**config.mk**
```make
export PLATFORM = sky130hd
export DESIGN_NAME = write_channel_controller
export DESIGN_NICKNAME = d
export VERILOG_FILES = /design/src/rtl/axi_ic_pkg.sv /design/src/rtl/write_beat_counter.sv /design/src/rtl/write_channel_controller.sv
export SDC_FILE = /design/constraint.sdc
export NUM_CORES = 1
export LEC_CHECK = 0
export ABC_AREA = 1
export CORE_UTILIZATION = 40
export DETAILED_ROUTE_END_ITERATION = 16
export PLACE_DENSITY = 0.75
export SYNTH_ARGS = -nofsm -noshare
export SYNTH_HDL_FRONTEND = slang
export SYNTH_SLANG_ARGS = --single-unit
```
**constraint.sdc**
```tcl
create_clock -name ACLK -period 1.5 [get_ports ACLK]
set_input_delay 0.45 -clock ACLK [delete_from_list [all_inputs] [get_ports ACLK]]
set_output_delay 0.45 -clock ACLK [all_outputs]
set_load 0.005 [all_outputs]
```
**src/rtl/axi_ic_pkg.sv**
```systemverilog
// Shared definitions for the AXI interconnect write path.
//   state_t           : write channel controller phase encoding
//   LEN_WIDTH_DEFAULT : default width of AWLEN and the beat counter
//   PORT0 / PORT1     : upstream port indices
package axi_ic_pkg;

  typedef enum logic [1:0] {
    IDLE = 2'd0,
    ADDR = 2'd1,
    DATA = 2'd2,
    RESP = 2'd3
  } state_t;

  localparam int LEN_WIDTH_DEFAULT = 8;

  localparam int PORT0 = 0;
  localparam int PORT1 = 1;

endpackage

```
**src/rtl/write_beat_counter.sv**
```systemverilog
// Remaining-beat counter for one write burst.
//   ACLK, ARESETN : clock, synchronous active-low reset
//   load          : capture load_value (AWLEN) at the AW handshake
//   load_value    : burst length minus 1
//   beat          : accepted W beat that is not the final one
//   zero          : counter has reached the last expected beat
module write_beat_counter #(
  parameter int Len_Width = 8
) (
  input  logic                 ACLK,
  input  logic                 ARESETN,
  input  logic                 load,
  input  logic [Len_Width-1:0] load_value,
  input  logic                 beat,
  output logic                 zero
);

  logic [Len_Width-1:0] count;

  always_ff @(posedge ACLK) begin
    if (!ARESETN) begin
      count <= '0;
    end else if (load) begin
      count <= load_value;
    end else if (beat && (count != '0)) begin
      // Saturates at zero: an over-long burst never wraps the counter.
      count <= count - Len_Width'(1);
    end
  end

  assign zero = (count == '0);

endmodule

```
**src/rtl/write_channel_controller.sv**
```systemverilog
// Shared AXI write path controller.
// Round-robin arbitration between S00 and S01; the grant is held for one full
// transaction (AW handshake, W beats through WLAST, B handshake).
//   ACLK, ARESETN            : clock, synchronous active-low reset
//   S0x_AXI_awvalid/awlen    : per-port address request and burst length-1
//   S0x_AXI_wvalid/wlast     : per-port write data valid and last beat
//   S0x_AXI_bready           : per-port response ready
//   M_AXI_awready/wready     : downstream AW / W ready
//   M_AXI_bvalid             : downstream response valid
//   Selected_Slave           : granted port, steers the AW/W/B muxes
//   AW_Enable/W_Enable/B_Enable : phase enables for the muxes
//   Channel_Busy             : transaction in progress
//   Burst_Error              : one-cycle pulse on WLAST / AWLEN mismatch
module write_channel_controller
  import axi_ic_pkg::*;
#(
  parameter int Len_Width      = LEN_WIDTH_DEFAULT,
  parameter int Slaves_ID_Size = 1
) (
  input  logic                      ACLK,
  input  logic                      ARESETN,
  input  logic                      S00_AXI_awvalid,
  input  logic                      S01_AXI_awvalid,
  input  logic [Len_Width-1:0]      S00_AXI_awlen,
  input  logic [Len_Width-1:0]      S01_AXI_awlen,
  input  logic                      S00_AXI_wvalid,
  input  logic                      S01_AXI_wvalid,
  input  logic                      S00_AXI_wlast,
  input  logic                      S01_AXI_wlast,
  input  logic                      S00_AXI_bready,
  input  logic                      S01_AXI_bready,
  input  logic                      M_AXI_awready,
  input  logic                      M_AXI_wready,
  input  logic                      M_AXI_bvalid,
  output logic [Slaves_ID_Size-1:0] Selected_Slave,
  output logic                      AW_Enable,
  output logic                      W_Enable,
  output logic                      B_Enable,
  output logic                      Channel_Busy,
  output logic                      Burst_Error
);

  localparam logic [Slaves_ID_Size-1:0] P0 = Slaves_ID_Size'(PORT0);
  localparam logic [Slaves_ID_Size-1:0] P1 = Slaves_ID_Size'(PORT1);

  state_t                    state;
  logic [Slaves_ID_Size-1:0] last_grant;
  logic [Slaves_ID_Size-1:0] grant_port;

  logic                 sel_awvalid;
  logic [Len_Width-1:0] sel_awlen;
  logic                 sel_wvalid;
  logic                 sel_wlast;
  logic                 sel_bready;

  logic aw_hs;
  logic w_hs;
  logic beats_zero;
  logic beat_dec;

  // Per-port input mux driven by the registered grant.
  always_comb begin
    if (Selected_Slave == P0) begin
      sel_awvalid = S00_AXI_awvalid;
      sel_awlen   = S00_AXI_awlen;
      sel_wvalid  = S00_AXI_wvalid;
      sel_wlast   = S00_AXI_wlast;
      sel_bready  = S00_AXI_bready;
    end else begin
      sel_awvalid = S01_AXI_awvalid;
      sel_awlen   = S01_AXI_awlen;
      sel_wvalid  = S01_AXI_wvalid;
      sel_wlast   = S01_AXI_wlast;
      sel_bready  = S01_AXI_bready;
    end
  end

  // Round-robin: on contention the port that did not win last time goes next.
  always_comb begin
    grant_port = Selected_Slave;
    if (S00_AXI_awvalid && S01_AXI_awvalid) begin
      grant_port = (last_grant == P0) ? P1 : P0;
    end else if (S00_AXI_awvalid) begin
      grant_port = P0;
    end else if (S01_AXI_awvalid) begin
      grant_port = P1;
    end
  end

  assign aw_hs    = (state == ADDR) && sel_awvalid && M_AXI_awready;
  assign w_hs     = (state == DATA) && sel_wvalid && M_AXI_wready;
  assign beat_dec = w_hs && !beats_zero && !sel_wlast;

  write_beat_counter #(
    .Len_Width(Len_Width)
  ) u_beat_counter (
    .ACLK      (ACLK),
    .ARESETN   (ARESETN),
    .load      (aw_hs),
    .load_value(sel_awlen),
    .beat      (beat_dec),
    .zero      (beats_zero)
  );

  always_ff @(posedge ACLK) begin
    if (!ARESETN) begin
      state          <= IDLE;
      Selected_Slave <= P0;
      last_grant     <= P1;
      Burst_Error    <= 1'b0;
    end else begin
      Burst_Error <= 1'b0;
      unique case (state)
        IDLE: begin
          if (S00_AXI_awvalid || S01_AXI_awvalid) begin
            Selected_Slave <= grant_port;
            state          <= ADDR;
          end
        end
        ADDR: begin
          if (aw_hs) state <= DATA;
        end
        DATA: begin
          // The beat ends the burst if either the count is exhausted or the
          // master says so; any disagreement between the two is an error.
          if (w_hs && (beats_zero || sel_wlast)) begin
            Burst_Error <= (beats_zero != sel_wlast);
            state       <= RESP;
          end
        end
        RESP: begin
          if (M_AXI_bvalid && sel_bready) begin
            last_grant <= Selected_Slave;
            state      <= IDLE;
          end
        end
        default: state <= IDLE;
      endcase
    end
  end

  assign AW_Enable    = (state == ADDR);
  assign W_Enable     = (state == DATA);
  assign B_Enable     = (state == RESP);
  assign Channel_Busy = (state != IDLE);

endmodule

```
==> impl_metrics.ini <==
[layout]
layout_cells_sized_above_1_pct = 43.4
design.final.nets = 287
final_cell_count_no_fill = 279
insertedDiodeCount = 0
area_growth_pct = 89.6
final_core_util_pct = 81.1

[clock_network]
clk_path_buf_depth = 2
cts_tree = yes
cts.htree.levels = 1
cts-root-buf = clkbuf_4
clk-insertion-delay-late_ns = 0.30
clock-sinks = 13
cts_buffers = 3
clk_pin_slew_worst_paths_ns = 0.09

[worst_setup_path]
path_delay_family = simple AND/OR/NAND/NOR gates
max_stage_delay_ns = 0.53
setup.worst_path.class = primary input to flop
timing.critical_path.fanout_max = 5
critPathCaptureType = flop
worst_setup_path_start_kind = primary input
cp_data_required_time_ns = 1.73
cpMaxStageDelayCell = clkdlybuf4s50_1
cp_num_buf_inv = 2
crit_arrival_ns = 1.89
cell_by_cell_trace_of_the_critical_path = clkdlybuf4s50_1, nand2_4, nor2_4, nand2_4, buf_6, nor2_4, a21oi_2, nand2_1, nand2_1, nor2_1

[timing]
max-slew-margin-rel_pct = 74.6
setup_repair_after_global_routing_missed_its_margin = yes
setup_viol = 13
final_period_minus_worst_setup_slack_ns = 1.66
worst_case_setup_margin_in_the_final_layout_ns = -0.164
tightestPinTransition_ns = 0.377
clock_skews_ns = 0.00306
final_min_period_over_clock_period_pct = 111
fmaxAchievable_ghz = 0.601
timing.final.hold_violations = 0
total_count_of_max_transition_violations_in_the_final_report = 0

[place]
dp.cells = 261
dp.final_hpwl_mm = 2.34
gp_routability_congestion = 0.891
port_buffers = 34

[run_status]
failed_checks = negative setup slack
status = finished with violations

[yosys]
netlist.area_leader.share_pct = 24.1
post-synth-top-area-cell = dfxtp_1
yosys.cell_count.top_type = nand2_1
synth.lib_cells_used.distinct = 29
edff_count_synth = 0
ys_seq_area_share_pct = 24.1
synth.ff_latch_count = 13
syn_area_per_cell_um2 = 6.27
yosys_most_used_dff = dfxtp_1
yosys_warnings = 0
synthCells = 172
synth.area.top_cells = dfxtp_1, nand2_1, ha_1
synth_fp_nets = 209
mappedNetlistArea_mm2 = 0.00108
yosys-top-cells-count = nand2_1, nor2_1, inv_1
synthArstFlopShare_pct = 0

[global_route]
gr-max-usage-layer = met2
met1_track_utilization_from_global_routing_pct = 28.9
global_route_wire_length_before_repair_mm = 5.33
globalRouteMet3Util_pct = 3.39
pin_count_of_the_biggest_net_entering_global_routing = 14
grt_pass1_vias = 1306
gr-usage-met2_pct = 46.5
gr-total-overflow = 0
antenna_found_initial = 0
grt_use_total_pct = 25.9

[floorplanning]
initial_core_util_pct = 42.8
core-area_mm2 = 0.00252
design.die.area_mm2 = 0.00291
chipWidth_um = 53.9
pin_count = 35
std_cell_rows = 18
die_y_um = 53.9

[pwr]
seq_power_share_pct = 17.2
power_report.internal_total_mw = 1.62
pwr_cell_area_mw_per_mm2 = 1450
power.switching_mw = 1.35
power_switching_share_pct = 45.5
power_frac_clock_pct = 8.3
cellLeakagePower_nw = 0.952
ir_worst_vdd_mv = 1.05
pwr-share-comb_pct = 74.5
total_power_mw = 2.97

[routing]
viasPerCell = 5.42
wl_per_cell_um = 16.4
routed-via-count = 1512
route.antenna.remaining_nets = 0
finalWirelength_mm = 4.57
post-route-drc-count = 0
initialDrtViolationCount = 84
drt_first_pass_iters = 5

[hold_path]
holdCritPathClass = flop to flop

[job]
max_cap_violations = 0
[path summary, 6_finish.rpt]
check / from / cells after the start / endpoint / slack (ns)
hold reg to reg: last_grant / 2 / last_grant / 0.53
setup / recovery: M_AXI_awready / 10 / u_beat_counter.count[3] / -0.16
hold / removal: last_grant / 2 / last_grant / 0.53
setup reg to reg: state[0] / 12 / u_beat_counter.count[3] / -0.16
[routing by layer]
layer	routed length (um)	part of all wire, %
met4	229	5.0
met5	0	0
met1	1710	37
met2	2250	49
met3	385	8.4
[flip-flops by register name (all words and copies together) (netlist names)]
signal,flops
Burst_Error,1
u_beat_counter.count,8
last_grant,1
Selected_Slave,1
state,2
[cell type report]
cell class / instances / area (um^2)
clock buffer: 4 / 26.3
fill: 166 / 478
inverter: 20 / 85.1
multi-input combinational: 136 / 936
sequential: 13 / 273
tap: 30 / 37.5
timing repair buffer: 76 / 687
[power by group through the flow]
stage / clock network (mW) / logic (mW) / registers [mW]
after floorplan: 0 / 0.783 / 0.473
final: 0.248 / 2.21 / 0.510
after detailed placement: 0 / 1.38 / 0.470
after CTS: 0.237 / 1.62 / 0.486
after global routing: 0.260 / 2.33 / 0.514
after global placement: 0 / 1.32 / 0.468
[cell families after synthesis]
group / Yosys count / share of synthesized area [%]
muxes: 1 / 0.928
AOI/OAI and AO/OA: 21 / 11.3
and+or+nand+nor: 101 / 41.1
adders and majority gates: 8 / 9.28
DFF: 13 / 24.1
xor gates and xnor gates: 3 / 2.44
buffers and inverters: 25 / 10.9
[worst register-to-register path, delay by kind of cell, from the launching register on]
family / cells / cell delay [ns]
compound gates: 1 / 0.04
fa+ha+maj: 1 / 0.12
buf+inv: 3 / 0.36
flops: 1 / 0.38
simple gates: 7 / 0.67
[per-stage QoR]
stage	TNS, ns	cell area [um^2]	setup WS [ns]	hold WS [ns]
after floorplan	0	1080	0.0101	0.461
after global placement	-3.68	1640	-0.349	0.488
after detailed placement	-4.09	1640	-0.393	0.508
after CTS	-0.285	1830	-0.100	0.526
after global routing	-1.91	2040	-0.254	0.569
final	-1.14	2040	-0.164	0.528
[layout by cell type (no fill, tap or decap), types with 3 or more instances in the layout]
master and count:
a21oi_2 5, buf_6 9, nand3_2 3, clkbuf_4 3, nor2_1 17, clkdlybuf4s50_1 28, o21ai_2 3, ha_4 5
nor2_2 7, inv_2 7, inv_1 10, nand2_1 41, nor2_4 4, nand2_2 8, dfxtp_1 9, xor2_1 3
dfxtp_4 3, o21ai_0 7, buf_4 33, nand2_4 4, nand3_1 10
[repair_timing]
action,CTS,global route
resized for setup,57,38
gates cloned,0,2
buffers inserted,6,6
hold buffers,0,0
pin swaps,8,18
setup endpoints to repair,16,14
(Power assumes the default switching activity.)
